### config.mk
export PLATFORM = sky130hd
export DESIGN_NAME = ccd_pattern_tx
export DESIGN_NICKNAME = d
export VERILOG_FILES = /design/src/rtl/ccd_tx_pkg.sv /design/src/rtl/ccd_pattern_gen.sv /design/src/rtl/ccd_pattern_tx.sv
export SDC_FILE = /design/constraint.sdc
export NUM_CORES = 1
export LEC_CHECK = 0
export BUFFER_PORTS_ARGS = -buffer_cell sky130_fd_sc_hd__buf_2
export CAP_MARGIN = 15
export CELL_PAD_IN_SITES_DETAIL_PLACEMENT = 1
export CELL_PAD_IN_SITES_GLOBAL_PLACEMENT = 1
export CORE_MARGIN = 5
export CORE_UTILIZATION = 42
export DETAILED_ROUTE_END_ITERATION = 10
export PLACE_DENSITY_LB_ADDON = 0.1
export REMOVE_ABC_BUFFERS = 1
export SYNTH_ARGS = -nofsm -noshare
export SYNTH_HDL_FRONTEND = slang
export SYNTH_HIERARCHICAL = 1
export SYNTH_SLANG_ARGS = --single-unit
### constraint.sdc
create_clock -name iCLK -period 4.9 [get_ports iCLK]
set_input_delay 0.735 -clock iCLK [delete_from_list [all_inputs] [get_ports iCLK]]
set_output_delay 0.735 -clock iCLK [all_outputs]
set_load 0.03 [all_outputs]
### src/rtl/ccd_tx_pkg.sv
// ccd_tx_pkg: shared types and constants for the CCD test-pattern transmitter.
//   state_e   - frame/line sequencer states
//   MODE_*    - pattern selector encodings (iMODE)
//   BAR_RGB   - 8-entry colour-bar table, {R,G,B} per bar, entry 0 = leftmost bar
//   bayer_e   - Bayer colour position of a pixel, derived from {y[0], x[0]}
package ccd_tx_pkg;

    localparam int unsigned CNT_W = 16;

    typedef enum logic [2:0] {
        ST_IDLE   = 3'd0,
        ST_FPORCH = 3'd1,
        ST_LINE   = 3'd2,
        ST_HBLANK = 3'd3,
        ST_FTAIL  = 3'd4,
        ST_VBLANK = 3'd5
    } state_e;

    localparam logic [1:0] MODE_BARS  = 2'd0;
    localparam logic [1:0] MODE_RAMP  = 2'd1;
    localparam logic [1:0] MODE_CHECK = 2'd2;
    localparam logic [1:0] MODE_CONST = 2'd3;

    // White, yellow, cyan, green, magenta, red, blue, black
    localparam logic [7:0][2:0] BAR_RGB = {
        3'b000, 3'b001, 3'b100, 3'b101,
        3'b010, 3'b011, 3'b110, 3'b111
    };

    // Even row: G R G R ...   Odd row: B G B G ...
    typedef enum logic [1:0] {
        BAYER_GR = 2'b00,
        BAYER_R  = 2'b01,
        BAYER_B  = 2'b10,
        BAYER_GB = 2'b11
    } bayer_e;

    function automatic bayer_e bayer_pos(input logic x_lsb, input logic y_lsb);
        return bayer_e'({y_lsb, x_lsb});
    endfunction

    // Pick the RGB component that the given Bayer site samples.
    function automatic logic bayer_component(input logic [2:0] rgb, input bayer_e pos);
        logic comp;
        unique case (pos)
            BAYER_R:  comp = rgb[2];
            BAYER_B:  comp = rgb[0];
            BAYER_GR,
            BAYER_GB: comp = rgb[1];
        endcase
        return comp;
    endfunction

endpackage

### src/rtl/ccd_pattern_gen.sv
// ccd_pattern_gen: combinational pixel value for one raw Bayer sample.
//   x, y       - pixel coordinates of the sample being produced
//   bar        - colour-bar index of x (maintained by the caller without a divider)
//   mode       - latched pattern select (MODE_*)
//   const_val  - latched constant for MODE_CONST
//   pix_c      - pixel value (combinational)
module ccd_pattern_gen
    import ccd_tx_pkg::*;
#(
    parameter int unsigned DATA_W = 12
) (
    input  logic [CNT_W-1:0]  x,
    input  logic [CNT_W-1:0]  y,
    input  logic [2:0]        bar,
    input  logic [1:0]        mode,
    input  logic [DATA_W-1:0] const_val,
    output logic [DATA_W-1:0] pix_c
);

    logic [CNT_W-1:0] ramp_sum;
    logic             bar_bit;
    logic             check_bit;

    // Pattern select
    always_comb begin
        ramp_sum  = x + y;
        bar_bit   = bayer_component(BAR_RGB[bar], bayer_pos(x[0], y[0]));
        check_bit = x[4] ^ y[4];
        pix_c     = '0;
        unique case (mode)
            MODE_BARS:  pix_c = bar_bit ? '1 : '0;
            MODE_RAMP:  pix_c = DATA_W'(ramp_sum);
            MODE_CHECK: pix_c = check_bit ? '1 : '0;
            MODE_CONST: pix_c = const_val;
        endcase
    end

endmodule

### src/rtl/ccd_pattern_tx.sv
// ccd_pattern_tx: D8M-style raw Bayer camera source driven by internal test patterns.
//   iCLK, iRST       - pixel clock, synchronous active-high reset
//   iEN              - run request, sampled in IDLE and at the end of each vertical blank
//   iMODE, iCONST    - pattern select and constant, latched on FVAL rise
//   oDATA            - raw pixel, non-zero only while oLVAL=1
//   oFVAL, oLVAL     - frame / line valid
//   oX_Cont, oY_Cont - pixel and line index within the frame
//   oFrame_Cont      - completed-frame count (increments on FVAL fall)
//   oBUSY            - sequencer is not idle
// Every output is a flop; next values are computed for the state being entered.
module ccd_pattern_tx
    import ccd_tx_pkg::*;
#(
    parameter int unsigned H_ACTIVE = 640,
    parameter int unsigned H_BLANK  = 160,
    parameter int unsigned V_ACTIVE = 480,
    parameter int unsigned F2L      = 8,
    parameter int unsigned L2F      = 8,
    parameter int unsigned V_BLANK  = 2000,
    parameter int unsigned DATA_W   = 12
) (
    input  logic              iCLK,
    input  logic              iRST,
    input  logic              iEN,
    input  logic [1:0]        iMODE,
    input  logic [DATA_W-1:0] iCONST,
    output logic [DATA_W-1:0] oDATA,
    output logic              oFVAL,
    output logic              oLVAL,
    output logic [CNT_W-1:0]  oX_Cont,
    output logic [CNT_W-1:0]  oY_Cont,
    output logic [CNT_W-1:0]  oFrame_Cont,
    output logic              oBUSY
);

    localparam int unsigned BAR_W  = H_ACTIVE / 8;
    localparam int unsigned BAR_CW = (BAR_W > 1) ? $clog2(BAR_W) : 1;

    localparam int unsigned MAX_A  = (F2L > L2F) ? F2L : L2F;
    localparam int unsigned MAX_B  = (H_BLANK > V_BLANK) ? H_BLANK : V_BLANK;
    localparam int unsigned PH_MAX = (MAX_A > MAX_B) ? MAX_A : MAX_B;
    localparam int unsigned CYC_W  = (PH_MAX > 1) ? $clog2(PH_MAX) : 1;

    localparam logic [CNT_W-1:0]  X_LAST   = CNT_W'(H_ACTIVE - 1);
    localparam logic [CNT_W-1:0]  Y_LAST   = CNT_W'(V_ACTIVE - 1);
    localparam logic [BAR_CW-1:0] SUB_LAST = BAR_CW'(BAR_W - 1);
    localparam logic [CYC_W-1:0]  F2L_LAST = CYC_W'(F2L - 1);
    localparam logic [CYC_W-1:0]  HB_LAST  = CYC_W'(H_BLANK - 1);
    localparam logic [CYC_W-1:0]  L2F_LAST = CYC_W'(L2F - 1);
    localparam logic [CYC_W-1:0]  VB_LAST  = CYC_W'(V_BLANK - 1);

    state_e             state_q, state_d;
    logic [CYC_W-1:0]   cyc_q, cyc_d;
    logic [CNT_W-1:0]   x_q, x_d;
    logic [CNT_W-1:0]   y_q, y_d;
    logic [CNT_W-1:0]   frame_q, frame_d;
    logic [2:0]         bar_q, bar_d;
    logic [BAR_CW-1:0]  sub_q, sub_d;
    logic [1:0]         mode_q, mode_d;
    logic [DATA_W-1:0]  const_q, const_d;
    logic [DATA_W-1:0]  data_q, data_d;
    logic               fval_q, fval_d;
    logic               lval_q, lval_d;
    logic               busy_q, busy_d;
    logic               start;
    logic [DATA_W-1:0]  pix_c;

    // State and output registers
    always_ff @(posedge iCLK) begin
        if (iRST) begin
            state_q <= ST_IDLE;
            cyc_q   <= '0;
            x_q     <= '0;
            y_q     <= '0;
            frame_q <= '0;
            bar_q   <= '0;
            sub_q   <= '0;
            mode_q  <= '0;
            const_q <= '0;
            data_q  <= '0;
            fval_q  <= 1'b0;
            lval_q  <= 1'b0;
            busy_q  <= 1'b0;
        end else begin
            state_q <= state_d;
            cyc_q   <= cyc_d;
            x_q     <= x_d;
            y_q     <= y_d;
            frame_q <= frame_d;
            bar_q   <= bar_d;
            sub_q   <= sub_d;
            mode_q  <= mode_d;
            const_q <= const_d;
            data_q  <= data_d;
            fval_q  <= fval_d;
            lval_q  <= lval_d;
            busy_q  <= busy_d;
        end
    end

    // Next-state and next-output logic
    always_comb begin
        state_d = state_q;
        cyc_d   = cyc_q + CYC_W'(1);
        x_d     = x_q;
        y_d     = y_q;
        frame_d = frame_q;
        bar_d   = bar_q;
        sub_d   = sub_q;
        mode_d  = mode_q;
        const_d = const_q;
        start   = 1'b0;

        unique case (state_q)
            ST_IDLE: begin
                cyc_d = '0;
                if (iEN) start = 1'b1;
            end
            ST_FPORCH: begin
                if (cyc_q == F2L_LAST) begin
                    state_d = ST_LINE;
                    x_d     = '0;
                    bar_d   = '0;
                    sub_d   = '0;
                end
            end
            ST_LINE: begin
                if (x_q == X_LAST) begin
                    cyc_d   = '0;
                    state_d = (y_q < Y_LAST) ? ST_HBLANK : ST_FTAIL;
                end else begin
                    x_d = x_q + CNT_W'(1);
                    // Bar index advances every BAR_W pixels
                    if (sub_q == SUB_LAST) begin
                        sub_d = '0;
                        bar_d = bar_q + 3'd1;
                    end else begin
                        sub_d = sub_q + BAR_CW'(1);
                    end
                end
            end
            ST_HBLANK: begin
                if (cyc_q == HB_LAST) begin
                    state_d = ST_LINE;
                    y_d     = y_q + CNT_W'(1);
                    x_d     = '0;
                    bar_d   = '0;
                    sub_d   = '0;
                end
            end
            ST_FTAIL: begin
                if (cyc_q == L2F_LAST) begin
                    state_d = ST_VBLANK;
                    cyc_d   = '0;
                    frame_d = frame_q + CNT_W'(1);
                end
            end
            ST_VBLANK: begin
                if (cyc_q == VB_LAST) begin
                    if (iEN) start = 1'b1;
                    else     state_d = ST_IDLE;
                end
            end
            default: state_d = ST_IDLE;
        endcase

        // Frame start: FVAL rises, counters clear, pattern settings latch
        if (start) begin
            state_d = ST_FPORCH;
            cyc_d   = '0;
            x_d     = '0;
            y_d     = '0;
            mode_d  = iMODE;
            const_d = iCONST;
        end

        fval_d = (state_d == ST_FPORCH) || (state_d == ST_LINE) ||
                 (state_d == ST_HBLANK) || (state_d == ST_FTAIL);
        lval_d = (state_d == ST_LINE);
        busy_d = (state_d != ST_IDLE);
    end

    // Pixel for the coordinates being entered; F2L>=1 guarantees mode_q is already latched
    ccd_pattern_gen #(
        .DATA_W (DATA_W)
    ) u_gen (
        .x         (x_d),
        .y         (y_d),
        .bar       (bar_d),
        .mode      (mode_q),
        .const_val (const_q),
        .pix_c     (pix_c)
    );

    assign data_d = lval_d ? pix_c : '0;

    assign oDATA       = data_q;
    assign oFVAL       = fval_q;
    assign oLVAL       = lval_q;
    assign oX_Cont     = x_q;
    assign oY_Cont     = y_q;
    assign oFrame_Cont = frame_q;
    assign oBUSY       = busy_q;

endmodule

---- Yosys cells after proc, flatten, opt, wreduce, memory -nomap -nowiden ----
Memory sizes are Yosys's and may differ from the RTL's.
Index checks and enable logic that the tools add are counted.
operators by class
  $add $sub $neg .......................... 7
  $lt $le $gt $ge ......................... 2
  equality and inequality tests ........... 23
  muxes and demuxes ....................... 38
  bitwise logic cells ..................... 2
  reductions and logical operators ........ 13
operators by type and width
  kind                   number
  $mux 16                7
  $add 16x1->16 const B  3
  $pmux 12 s4            1
  $pmux 16 s3            1
  $mux 3                 13
  $pmux 11 s3            1
  $mux 7                 4
  $mux 12                2
  $mux 11                2
  $pmux 7 s3             1
  $pmux 3 s6             1
  $eq 16x10->1 const B   1
  $lt 16x9->1 const B    1
  $add 12x12->12         1
  $eq 3x2->1 const B     4
  $add 11x1->11 const B  1
  $eq 11x11->1 const B   1
  $eq 11x3->1 const B    1
  $eq 11x8->1 const B    1
  $eq 3x3->1 const B     3
  $pmux 3 s3             1
  $eq 2x2->1 const B     4
  $add 7x1->7 const B    1
  $eq 7x7->1 const B     1
  other kinds (17)       28
storage, ports and cells
  flip-flop bits (word level) ............. 101
  bits in read-only memories .............. 24
  output and inout port bits .............. 63
  word-level logic and storage cells ...... 99
  memories kept ........................... 1
memories
  name             depth  bits a word  read ports  clocked after Yosys merged registers in  wr ports  line                   RTL
  (no name shown)  8      3            1           0                                        0         ccd_pattern_gen.sv:27  bar_bit = bayer_component(BAR_RGB[bar], bayer_pos(x[0], y[0]));

---- Longest topological paths before layout ----
Gate-level depths: netlist of run 1.
  word-level depth ........................ 9
  gate-level depth with buffers ........... 17

---- Hierarchy ----
The synthesis of run 1 kept the hierarchy.
modules (own cells, without submodules)
  module           times used  cells an instance  area an instance (sq um)  seq. area each (sq um)
  ccd_pattern_tx   1           579                4723.3                    2021.9
  ccd_pattern_gen  1           121                795.8                     0.0

---- Least setup slack after synthesis of run 1 ----
Ideal clock, no wire load.
  path type ............................... reg-to-reg
  start point ............................. register x_q[10] (netlist: oX_Cont[10])
  end point ............................... register data_q[8] (netlist: oDATA[8])
  arrival ................................. 3.999 ns
  required time ........................... 4.843 ns
  path slack .............................. 0.844 ns
  stages on the path, launching flop included .. 16
  cell sequence ........................... dfxtp_1 or4_4 or4_4 buf_6 a2bb2oi_2 nor2_1 a211oi_1 ha_1 inv_1 fa_1 nor2b_1 o31a_1 o211ai_1 and3_1 nor4_1 and2_4
on the way
  word-level cells in the longest chain between the ends .. 9
ends and longest elaborated chain
  item                                                                    line                   RTL
  start: declaration                                                      ccd_pattern_tx.sv:54   logic [CNT_W-1:0] x_q, x_d;
  start signal: assignment                                                ccd_pattern_tx.sv:73   x_q <= '0;
  start signal: assignment                                                ccd_pattern_tx.sv:87   x_q <= x_d;
  $eq 16x10->1 (*)                                                        ccd_pattern_tx.sv:128  if (x_q == X_LAST) begin
  $mux 16 (*)                                                             ccd_pattern_tx.sv:128
  $pmux 16 s3 (*)                                                         ccd_pattern_tx.sv:114  unique case (state_q)
  $mux 16 (*)                                                             ccd_pattern_tx.sv:168  if (start) begin
  net x_d[0]                                                              ccd_pattern_tx.sv:54
  parallel branches: the longest is 4 deep, another holds $add 12x12->12  -
  $pmux 12 s4 (*)                                                         ccd_pattern_gen.sv:30  unique case (mode)
  net pix_c[8]                                                            ccd_pattern_tx.sv:66   logic [DATA_W-1:0] pix_c;
  end signal: assignment                                                  ccd_pattern_tx.sv:94   data_q <= data_d;
  end: declaration                                                        ccd_pattern_tx.sv:61   logic [DATA_W-1:0] data_q, data_d;
Mark *: on every way through the listed nets, which the timed path passes. The select of a mux whose other input is x is not followed.
A chain may end at the register's enable or synchronous reset.

---- Worst setup path after layout of run 1 ----
Same ends and word-level chain as after synthesis.

==> results.cfg, run 1 <==
[timing]
slew_viol_final = 0
relSlewSlack_pct = 33.3
hold_viol = 0
fmaxAchievable_mhz = 224
worst_slack_ns = 0.445
worst_pin_slew_ns = 0.991
period_share_pct = 90.9
rsz0062_at_grt = false
fin_skew_ns = 0.00911
finalSetupTns_ns = 0
post-route-min-period_ns = 4.46
finalSetupViolations = 0

[global_routing]
grt_max_degree = 49
antenna_found_initial = 0
grt_pass1_vias = 5398
overflow = 0
track_usage_pct = 20.5
grt_pass1_wl_um = 26600

[clock_network]
clkLatencyLatePin_ns = 0.36
ctsLongestPathBuffers = 2
cts_inserted_buffers = 9
cts.sinks = 101
cts_setup_buffers = 0
root_buffer = clkbuf_16
clkTransAtPathRegs_ns = 0.07
cts_tree = built
cts_resized = 0
hold_buffers = 0
htree_levels = 3

[critical_path]
worstSetupStartpointType = register
crit_top_cell = or4_4
path_max_fanout = 9
startpoint = oX_Cont[10]
cpMaxStageDelayCell = or4_4
reg2reg_from = oX_Cont[10]
critPathMaxStageDelay_ns = 0.63
worstPathRequired_ns = 5.20
cp.arrival_ns = 4.76
cp-end-kind = register
path_cells = or4_4 > or4_4 > a2bb2oi_2 > nor2_1 > a211oi_1 > ha_1 > inv_1 > fa_1 > nor2b_1 > o31a_1 > o211ai_1 > and3_1 > nor4_1 > and2_4
criticalPathCategory = register to register

[min_path]
min_from = const_q[0]
min_path_type = register to register

[placement]
io_buffers = 79
gp_congestion = 0.836
dpl.hpwl_um = 11600
pre_cts_ws_ns = 0.495
place_inst = 918

[detailed_routing]
ant_nets = 0
routedWlPerCell_um = 16.9
initialDrtViolationCount = 268
drc = 0
first_pass_iters = 4
vias = 5144
via_per_inst = 5.51
finalWirelength_um = 15800

[floorplan]
dieArea_um2 = 15400
start_util_pct = 43.1
die_x_um = 124
ioPinCount = 80
rows = 41
fp.dieH_um = 124
core-area_um2 = 12700

[layout]
antenna_cells = 0
drive_above_1_share_pct = 17.7
fillCellCount = 1621
finalNonFillerCells = 934
area_growth_pct = 15.3
final_nets = 794

[status]
outcome = finished clean

[yosys]
netlist_instances = 692
syn_area_um2 = 5480
ys_warn_count = 6
syn_area_per_cell_um2 = 7.92

[flow_run]
maxCapViolations = 0

[power]
total_leakage_power_nw = 2.52
power_density_nw_per_um2 = 264
vdd_drop_max_mv = 0.170
-- critical path, delay by kind of cell (launching register included) --
family | cells | cell delay [ns]
simple gates | 7 | 2.20
compound gates | 4 | 1.12
fa+ha+maj | 2 | 0.62
flops | 1 | 0.39
buf+inv | 1 | 0.06
-- worst paths after layout --
kind,to,slack (ns),cells after the start
hold / removal,const_q[0],0.46,2
setup / recovery,oDATA[8],0.44,14
setup reg to reg,oDATA[8],0.44,14
hold reg to reg,const_q[0],0.46,2
-- cell type report --
cell class / instances / area (um^2) / share of cell area, %
tap: 172 / 215 / 3.40
timing repair buffer: 88 / 463 / 7.32
sequential: 101 / 2020 / 32.0
multi-input combinational: 538 / 3240 / 51.2
inverter: 19 / 71.3 / 1.13
clock buffer: 11 / 253 / 4.00
clock inverter: 5 / 58.8 / 0.930
-- layer usage --
metal | vias up | share of wire [%] | track usage [%]
met5 | - | 0 | 0
met4 | 0 | 1.6 | 6.00
met2 | 85 | 48 | 34.7
li1 | 2540 | - | -
met3 | 20 | 4.0 | 5.57
met1 | 2499 | 46 | 25.4
-- layout by cell type (no fill, tap or decap), drive strengths merged, types with 9 or more instances in the layout --
cell type / count
dfxtp: 101
and3: 11
ha: 19
nor3: 31
o21ai: 35
inv: 19
xnor2: 19
clkbuf: 11
nand2: 75
nor4: 12
or3: 9
nor2: 92
nand4: 11
xor2: 23
a21oi: 46
nand3: 36
a31oi: 12
and2: 26
nor2b: 16
buf: 88
-- through the flow --
step	util, %	area (um^2)	total power, W	hold WS (ns)
global placement	47.2	6010	0.000938	0.432
detailed placement	47.2	6010	0.000941	0.447
floorplan	-	5330	0.000902	0.418
finish	49.7	6320	0.00167	0.456
CTS	49.7	6320	0.00170	0.457
global route	49.7	6320	0.00174	0.477
-- power by group --
part / switching, W / total (W) / internal [W]
clock network: 0.000325 / 0.000749 / 0.000424
logic: 0.0000525 / 0.0000799 / 0.0000274
registers: 0.0000104 / 0.000841 / 0.000830
-- state kept, by name, indices dropped and copies added, names as in the netlist, 2 cells and up --
name and count:
oFrame_Cont 16, oX_Cont 16, oY_Cont 16, const_q 12, oDATA 12, cyc_q 11, sub_q 7, bar_q 3
state_q 3, mode_q 2
No activity file was read; power rests on OpenSTA's default activity.
==> run 2: changes to the inputs <==
==> constraint.sdc (replaced) <==
create_clock -name iCLK -period 4.9 [get_ports iCLK]
set_input_delay 0.49 -clock iCLK [delete_from_list [all_inputs] [get_ports iCLK]]
set_output_delay 0.49 -clock iCLK [all_outputs]
set_load 0.03 [all_outputs]
==> run 2 against run 1 <==
Fmax increased by 2.0%. Worst hold slack got worse by 0.076 ns. Total power decreased by 4.3%. Setup slack improved by 0.087 ns. Clock skew increased by 0.0043 ns. Combinational power increased by 0.9%. Register-to-register slack improved by 0.09 ns. Via count decreased by 1.1%. Largest cell class unchanged.
==> results.cfg, run 2 (synthesis results as in run 1) <==
[power]
power_density_nw_per_um2 = 254
switching_power_w = 0.000378
seqPwrFrac_pct = 52.6
vdd_drop_max_mv = 0.154
clockPowerShare_pct = 42.3
combPwrFrac_pct = 5.0
p_sw_share_pct = 23.7
p_int_w = 0.00122
total_leakage_power_nw = 2.51

[floorplan]
die_x_um = 124
fp.dieH_um = 124
dieArea_um2 = 15400
start_util_pct = 43.1
ioPinCount = 80
core-area_um2 = 12700
rows = 41

[global_routing]
grt_pass1_wl_um = 25800
track_usage_pct = 19.8
grt_max_degree = 50
overflow = 0
antenna_found_initial = 0
grt_pass1_vias = 5171

[critical_path]
worstSetupStartpointType = register
criticalPathCategory = register to register
cp-end-kind = register
cp.arrival_ns = 4.66
path_max_fanout = 9
worstPathRequired_ns = 5.19

[layout]
multi_input_area_um2 = 3240
drive_above_1_share_pct = 17.5
fillCellCount = 1608
final_nets = 794
layout_commonest_cell = dfxtp_1
area_growth_pct = 14.7
ff_latch_area_um2 = 2020
antenna_cells = 0
final_cell_mix = dfxtp_1, nor2_1, buf_2

[clock_network]
cts_tree = built
ctsLongestPathBuffers = 2
htree_levels = 3
cts_inserted_buffers = 9
clkTransAtPathRegs_ns = 0.07
hold_buffers = 0
cts.sinks = 101
clkLatencyLatePin_ns = 0.35
cts_resized = 0
root_buffer = clkbuf_16
cts_setup_buffers = 0

[timing]
fin_skew_ns = 0.0134
hold_viol = 0
finalSetupTns_ns = 0
relSlewSlack_pct = 43.3
worst_pin_slew_ns = 0.843
post-route-min-period_ns = 4.37
fmaxAchievable_mhz = 229
period_share_pct = 89.1
rsz0062_at_grt = false
finalSetupViolations = 0
slew_viol_final = 0
hold-worst-slack_ns = 0.379

[placement]
gp_congestion = 0.840
io_buffers = 79
dpl.hpwl_um = 11500

[detailed_routing]
initialDrtViolationCount = 235
first_pass_iters = 5
via_per_inst = 5.44
finalWirelength_um = 15500
ant_nets = 0
vias = 5085
drc = 0
routedWlPerCell_um = 16.6

[flow_run]
maxCapViolations = 0

[status]
outcome = finished clean

[min_path]
min_path_type = input port to register
[run 2: per-layer routing]
layer  routed length, um  vias up  track usage (%)
li1                    -     2546                -
met1                7530     2445             25.8
met2                7260       77             33.2
met3                 450       17             3.39
met4                 258        0             6.83
met5                   0        -                0
[run 2: layout make-up]
class	count	area share (%)
Multi-Input combinational cell	538	51.5
Sequential cell	101	32.2
Timing Repair Buffer	88	7.36
Clock buffer	12	3.92
Tap cell	172	3.42
Inverter	19	1.13
Clock inverter	4	0.497
[run 2: power by group through the flow]
stage | Combinational, W | Clock, W | Sequential (W)
2_1_floorplan | 0.0000430 | 0 | 0.000859
3_3_place_gp | 0.0000793 | 0 | 0.000859
3_5_place_dp | 0.0000821 | 0 | 0.000860
4_1_cts | 0.0000824 | 0.000694 | 0.000841
5_1_grt | 0.0000892 | 0.000728 | 0.000842
6_report | 0.0000806 | 0.000676 | 0.000841
[run 2: final timing paths]
kind                                  start          end  slack [ns]  depth (start not counted)
worst max-delay path            oX_Cont[10]     oDATA[8]        0.53                         14
worst min-delay path             iCONST[10]  const_q[10]        0.38                          3
worst max register to register  oX_Cont[10]     oDATA[8]        0.53                         14
worst min register to register  const_q[10]  const_q[10]        0.46                          2
[run 2: critical path: stages, from the launching register on]
cell and delay [ns]:
dfxtp_1 0.39, or4_4 0.58, or4_4 0.62, a2bb2oi_2 0.27
nor2_1 0.14, a211oi_1 0.45, ha_1 0.24, inv_1 0.05
fa_1 0.37, nor2b_1 0.23, o31a_1 0.22, o211ai_1 0.11
and3_1 0.19, nor4_1 0.24, and2_4 0.18
[run 2: metrics by stage]
stage	power (W)	util (%)	setup WS (ns)	instance area [um^2]	instances
after detailed placement	0.000942	47.2	0.579	6010	918
after floorplan	0.000902	-	0.851	5330	658
after CTS	0.00162	49.4	0.538	6290	934
after global routing	0.00166	49.4	0.183	6290	934
after global placement	0.000938	47.2	0.691	6010	918
final	0.00160	49.4	0.532	6290	934
